### src/rtl/video_stream_tx_pkg.sv
// Shared definitions for the video stream transmitter: pixel/word sizes,
// FSM state encodings and the default memory address width.
package video_stream_tx_pkg;

  localparam int PIXEL_SIZE = 8;
  localparam int WORD_SIZE  = 32;

  localparam logic [0:0] TX_IDLE = 1'b0;
  localparam logic [0:0] TX_RUN  = 1'b1;

  localparam int TX_ADDR_W = 19;

endpackage

### src/rtl/video_stream_tx_raster_counter.sv
// raster_counter: x/y raster position with wrap, plus active/hblank/vblank
// flags and the frame-end marker for the current position.
module raster_counter
  import video_stream_tx_pkg::*;
#(
  parameter int WIDTH   = 640,
  parameter int HEIGHT  = 480,
  parameter int H_BLANK = 16,
  parameter int V_BLANK = 4
) (
  input  logic clk,
  input  logic reset,
  input  logic clear,
  input  logic step,
  output logic active,
  output logic hblank,
  output logic vblank,
  output logic frame_end
);

  localparam int XN = WIDTH + H_BLANK;
  localparam int YN = HEIGHT + V_BLANK;
  localparam int XW = $clog2(XN);
  localparam int YW = $clog2(YN);
  localparam logic [XW-1:0] X_LAST = XW'(XN - 1);
  localparam logic [XW-1:0] X_ACT  = XW'(WIDTH);
  localparam logic [YW-1:0] Y_LAST = YW'(YN - 1);
  localparam logic [YW-1:0] Y_ACT  = YW'(HEIGHT);

  logic [XW-1:0] x_q, x_d;
  logic [YW-1:0] y_q, y_d;

  always_comb begin
    x_d = x_q;
    y_d = y_q;
    if (clear) begin
      x_d = '0;
      y_d = '0;
    end else if (step) begin
      if (x_q == X_LAST) begin
        x_d = '0;
        y_d = (y_q == Y_LAST) ? '0 : y_q + 1'b1;
      end else begin
        x_d = x_q + 1'b1;
      end
    end
  end

  always_ff @(posedge clk) begin
    if (!reset) begin
      x_q <= '0;
      y_q <= '0;
    end else begin
      x_q <= x_d;
      y_q <= y_d;
    end
  end

  assign hblank    = (x_q >= X_ACT);
  assign vblank    = (y_q >= Y_ACT);
  assign active    = !hblank && !vblank;
  assign frame_end = (x_q == X_LAST) && (y_q == Y_LAST);

endmodule

### src/rtl/video_stream_tx.sv
// Frame-buffer reader and raster timing generator feeding the edge detector.
// Optional macro VIDEO_STREAM_TX_CONTINUOUS_EN: back-to-back frames while start is held.
module video_stream_tx
  import video_stream_tx_pkg::*;
#(
  parameter int WIDTH   = 640,
  parameter int HEIGHT  = 480,
  parameter int H_BLANK = 16,
  parameter int V_BLANK = 4,
  parameter int ADDR_W  = TX_ADDR_W
) (
  input  logic                  clk,
  input  logic                  reset,
  input  logic                  start,
  output logic                  busy,
  output logic                  done,
  output logic                  mem_rd,
  output logic [ADDR_W-1:0]     mem_addr,
  input  logic [PIXEL_SIZE-1:0] mem_data,
  output logic                  en,
  output logic                  hsync,
  output logic                  vsync,
  output logic [PIXEL_SIZE-1:0] data
);

  logic [0:0]        state_q, state_d;
  logic [ADDR_W-1:0] addr_q, addr_d;
  logic              en_q, en_d, hsync_q, hsync_d, vsync_q, vsync_d, done_q, done_d;
  logic              run, cnt_clear, cnt_step;
  logic              active, hblank, vblank, frame_end;

  assign run = (state_q == TX_RUN);

  raster_counter #(
    .WIDTH  (WIDTH),
    .HEIGHT (HEIGHT),
    .H_BLANK(H_BLANK),
    .V_BLANK(V_BLANK)
  ) u_raster (
    .clk      (clk),
    .reset    (reset),
    .clear    (cnt_clear),
    .step     (cnt_step),
    .active   (active),
    .hblank   (hblank),
    .vblank   (vblank),
    .frame_end(frame_end)
  );

  // Stage 1: counter cycle drives the read; flags are captured for stage 2
  always_comb begin
    state_d   = state_q;
    addr_d    = addr_q;
    cnt_clear = 1'b0;
    cnt_step  = 1'b0;
    en_d      = 1'b0;
    hsync_d   = 1'b0;
    vsync_d   = 1'b0;
    done_d    = 1'b0;
    if (run) begin
      cnt_step = 1'b1;
      en_d     = active;
      hsync_d  = hblank;
      vsync_d  = vblank;
      if (active) addr_d = addr_q + 1'b1;
      if (frame_end) begin
        addr_d = '0;
        done_d = 1'b1;
`ifdef VIDEO_STREAM_TX_CONTINUOUS_EN
        if (!start) state_d = TX_IDLE;
`else
        state_d = TX_IDLE;
`endif
      end
    end else if (start) begin
      state_d   = TX_RUN;
      cnt_clear = 1'b1;
    end
  end

  // Stage 2: output register aligned with the memory's read latency
  always_ff @(posedge clk) begin
    if (!reset) begin
      state_q <= TX_IDLE;
      addr_q  <= '0;
      en_q    <= 1'b0;
      hsync_q <= 1'b0;
      vsync_q <= 1'b0;
      done_q  <= 1'b0;
    end else begin
      state_q <= state_d;
      addr_q  <= addr_d;
      en_q    <= en_d;
      hsync_q <= hsync_d;
      vsync_q <= vsync_d;
      done_q  <= done_d;
    end
  end

  assign busy     = run;
  assign mem_rd   = run && active;
  assign mem_addr = addr_q;
  assign en       = en_q;
  assign hsync    = hsync_q;
  assign vsync    = vsync_q;
  assign done     = done_q;
  assign data     = en_q ? mem_data : '0;

endmodule
### config.mk
export PLATFORM = sky130hd
export DESIGN_NAME = video_stream_tx
export DESIGN_NICKNAME = d
export VERILOG_FILES = /design/src/rtl/video_stream_tx_pkg.sv /design/src/rtl/video_stream_tx_raster_counter.sv /design/src/rtl/video_stream_tx.sv
export SDC_FILE = /design/constraint.sdc
export NUM_CORES = 1
export LEC_CHECK = 0
export CAP_MARGIN = 25
export CELL_PAD_IN_SITES_DETAIL_PLACEMENT = 1
export CELL_PAD_IN_SITES_GLOBAL_PLACEMENT = 1
export CORE_MARGIN = 5
export CORE_UTILIZATION = 40
export CTS_CLUSTER_DIAMETER = 120
export DETAILED_ROUTE_END_ITERATION = 8
export GPL_TIMING_DRIVEN = 1
export PLACE_DENSITY_LB_ADDON = 0.1
export SLEW_MARGIN = 40
export SYNTH_ARGS = -nofsm -noshare
export SYNTH_HDL_FRONTEND = slang
export SYNTH_SLANG_ARGS = --single-unit
### constraint.sdc
create_clock -name clk -period 3.6 [get_ports clk]
set_input_delay 0.9 -clock clk [delete_from_list [all_inputs] [get_ports clk]]
set_output_delay 0.9 -clock clk [all_outputs]
set_load 0.02 [all_outputs]
==> out/results.txt <==
The area growth from synthesis to layout is 28.14%. The most used flip-flop cell after synthesis is sky130_fd_sc_hd__dfxtp_1. Height of the die: 82.67 um.

The logs give 0.4135 for the initial core utilization and 0 for the residual antenna-violating net count after detailed routing. After clock tree synthesis, the flow added hold-fix buffers numbering 0. The sequential-to-total area share from yosys stat was 0.4076; the post-layout net count was 316.

In this run the clock root is driven by a sky130_fd_sc_hd__clkbuf_8. For the pin with the worst max-slew slack, the measured transition is 0.7339 ns. The repair_antennas step left the layout with diodes totalling 0. The final routed wire length divided by cell count was 14.92 um; the total vias in the final route was 1,941.

The synthesized netlist occupies a cell area of 2112 um^2. The cell area power density works out to 353.6 nW/um^2. In this run, synthesis inferred 0 flip-flops with an integrated enable. The tools report the clock latency reported for the late side of the worst-skew pair as 0.29 ns. In this run, synthesis produced a sequential element count of 43.

In the layout the commonest cells are 43 x sky130_fd_sc_hd__dfxtp_1, 43 x sky130_fd_sc_hd__clkdlybuf4s50_1, 32 x sky130_fd_sc_hd__nor2_1, 29 x sky130_fd_sc_hd__nand2_1, 19 x sky130_fd_sc_hd__nand3_1. The buffers inserted during post-CTS setup optimization was 0; the total of warnings raised by yosys was 0. The tools report the total count of max-transition violations in the final report as 0.

The run gives 26 as the number of standard-cell rows in the floorplan. STA classifies the critical path endpoint as an output port. After floorplanning, the core was sized to cover 5107 um^2. The clock sink total came out at 43.

Setup violations remaining at the end of the flow were counted as 0. The post-synthesis async set-or-reset flop share was 0. The area share of the leading cell type in the synthesized netlist came out at 0.4076. The deepest clock path buffer count is 2. The first global-routing pass estimated 9397 um of wire. The min-delay analysis places its worst path in the category flip-flop to flip-flop. The die extent in x came out at 82.67 um. The floorplan step defined a die boundary enclosing 6834 um^2.

After technology mapping, the gate count stands at 255. The number of antenna violations at the first check in global routing was 0. For this design the top-level I/O count stands at 44.

Across all register-to-register paths, the minimum setup slack is 1.36 ns. The worst setup path is of the input pin to output port kind. The cell area after placement is 2589 um^2. In this design, the stage delay of the slowest critical-path cell is 0.60 ns. At the end of routability-driven placement, the weighted congestion stood at 0.7425. The run finished with clean final reports. The wire-length estimate of the detail-placed layout is 4109 um. The post-synth net total is 271. The max-slew headroom at the worst pin is 0.5107, and the count of buffers from port buffering is 43. The post-synthesis area per instance is 8.282 um^2, and the wire length reported by the detailed router is 5534 um.

The tools report the max capacitance violation total as 0. The worst-case IR drop observed on VDD is 0.1656 mV. The largest individual stage delay along the critical path comes from the cell sky130_fd_sc_hd__clkdlybuf4s50_1.

Grouping stages by cell kind, the critical path spends the most delay in buffers and inverters. For the maximum number of pins on one net before global-route repair, the log shows 18. After the first detailed-routing iteration, the DRC count stood at 52. The design draws 957.1 uW. The tools report the via count of the first global-routing pass as 1,981. STA puts the critical path data arrival time at 2.10 ns.

Walking the worst path, the cells encountered are clkdlybuf4s50_1 -> and2_1 -> clkdlybuf4s50_1. The highest fanout seen on the critical path came out at 1. The fraction of final layout cells with drive strength greater than 1 is 0.05648, and the clock edge transition at the registers on the reported setup and hold paths is 0.09 ns. The critical path launch point type was an input pin. Global routing finished with a remaining overflow of 0. The largest total area in the synthesized netlist belongs to sky130_fd_sc_hd__dfxtp_1. The count of unique library cells instantiated by Yosys is 36, and the endpoint required time on the critical path is 2.70 ns. Sorting the synthesized cells by area gives the leading types as sky130_fd_sc_hd__dfxtp_1 41%, sky130_fd_sc_hd__nor2_1 5.7%, sky130_fd_sc_hd__xnor2_1 5.4%. The leakage power was 0.0009493 uW. The fmax came out at 333.3 MHz. The maximum clock skew at final layout came out at 0.006848 ns. For the final routed database, the setup TNS stands at 0 ns.

The portion of the clock cycle consumed by the worst path in the final layout works out to 0.8335. Setup repair after global routing left no endpoint under its margin. For the total routing usage reported by global routing, the log shows 0.1782. In this run the number of H-tree levels came out at 2.

The run gives 4 as the length of the first detailed-routing pass in iterations. The minimum clock period came out at 3.000 ns. The worst hold slack across all endpoints is 0.4862 ns, and the number of endpoints with negative hold slack in the final report is 0. In the routed design, unresolved DRC markers number 0.

The number of buffers and inverters on the critical path is 2. The finished cells cover 2706 um^2. The TritonCTS buffer count is 5, and the vias per cell is 5.232. TritonCTS built the clock tree.

The cell that appears most often on the critical path is sky130_fd_sc_hd__clkdlybuf4s50_1. The number of gates resized after CTS was 0.
==> Yosys cell counts, types with 2 or more instances <==
cell / instances
sky130_fd_sc_hd__and3_2: 2
sky130_fd_sc_hd__dfxtp_1: 43
sky130_fd_sc_hd__and2_1: 9
sky130_fd_sc_hd__nand2b_1: 2
sky130_fd_sc_hd__nand3_1: 19
sky130_fd_sc_hd__or3_1: 3
sky130_fd_sc_hd__inv_1: 13
sky130_fd_sc_hd__xnor2_1: 13
sky130_fd_sc_hd__nor2_1: 32
sky130_fd_sc_hd__ha_1: 5
sky130_fd_sc_hd__xor2_1: 5
sky130_fd_sc_hd__nand4_1: 7
sky130_fd_sc_hd__mux2i_1: 2
sky130_fd_sc_hd__a31oi_1: 18
sky130_fd_sc_hd__nand2_1: 29
sky130_fd_sc_hd__nor4_1: 3
sky130_fd_sc_hd__o21ai_0: 3
sky130_fd_sc_hd__buf_6: 3
sky130_fd_sc_hd__nor3_1: 8
sky130_fd_sc_hd__clkbuf_1: 2
sky130_fd_sc_hd__and3_1: 8
sky130_fd_sc_hd__o21ai_1: 3
sky130_fd_sc_hd__a21oi_1: 7
sky130_fd_sc_hd__a21boi_1: 4
==> worst register-to-register path, stage by stage (launching register included) <==
cell and delay, ns:
sky130_fd_sc_hd__dfxtp_1 0.40, sky130_fd_sc_hd__nand4_1 0.28, sky130_fd_sc_hd__or3_4 0.50, sky130_fd_sc_hd__o31ai_4 0.59
sky130_fd_sc_hd__a21boi_1 0.26, sky130_fd_sc_hd__o22ai_1 0.10
==> metal layers <==
metal	GRT usage	routed length (um)
met5	0	0
met4	0.04248	56
met3	0.04338	255
met2	0.3221	2713
met1	0.2107	2508
==> through the flow <==
stage                     std cells  setup WS [ns]    util
after floorplan                 255          1.584       -
after global placement          363         0.6325  0.5069
after detailed placement        363         0.5829  0.5069
after CTS                       371         0.5868  0.5299
after global routing            371         0.5278  0.5299
final                           371         0.5995  0.5299
==> registers in the layout, indices dropped and copies added (netlist names) <==
name and flops:
en 1, done 1, vsync 1, busy 1
mem_addr 19, u_raster.y_q 9, u_raster.x_q 10, hsync 1
==> path summary, 6_finish.rpt <==
check | from | to | depth (start not counted)
hold / removal | mem_addr[14]$_SDFFE_PN0P_ | mem_addr[14]$_SDFFE_PN0P_ | 1
setup reg to reg | u_raster.y_q[6]$_SDFFE_PP0P_ | mem_addr[18]$_SDFFE_PN0P_ | 5
setup / recovery | mem_data[4] | data[4] | 3
hold reg to reg | mem_addr[14]$_SDFFE_PN0P_ | mem_addr[14]$_SDFFE_PN0P_ | 1
==> report_power, final <==
| part | internal, uW | switching, uW | total [uW] |
|---|---|---|---|
| combinational | 33.9 | 43.9 | 77.8 |
| sequential | 480 | 4.78 | 484 |
| clock | 225 | 170 | 395 |
==> layout make-up <==
type                            count  area, um^2
Sequential cell                    43       860.8
Clock buffer                        6       82.58
Timing Repair Buffer               44       437.9
Multi-Input combinational cell    193        1154
Inverter                           13       48.80
Tap cell                           70       87.58
Clock inverter                      2       35.03
Fill cell                         639        2401
==> cells by family (layout without fill, tap and decap cells) <==
logic type	count (synthesis)	in the layout	synth area share
xor+xnor	18	18	0.07464
buf+inv	19	65	0.04621
mux	2	2	0.009479
fa+ha+maj	5	5	0.02962
compound gates	40	40	0.1250
simple gates	128	128	0.3075
flops	43	43	0.4076
(Power assumes the default switching activity.)
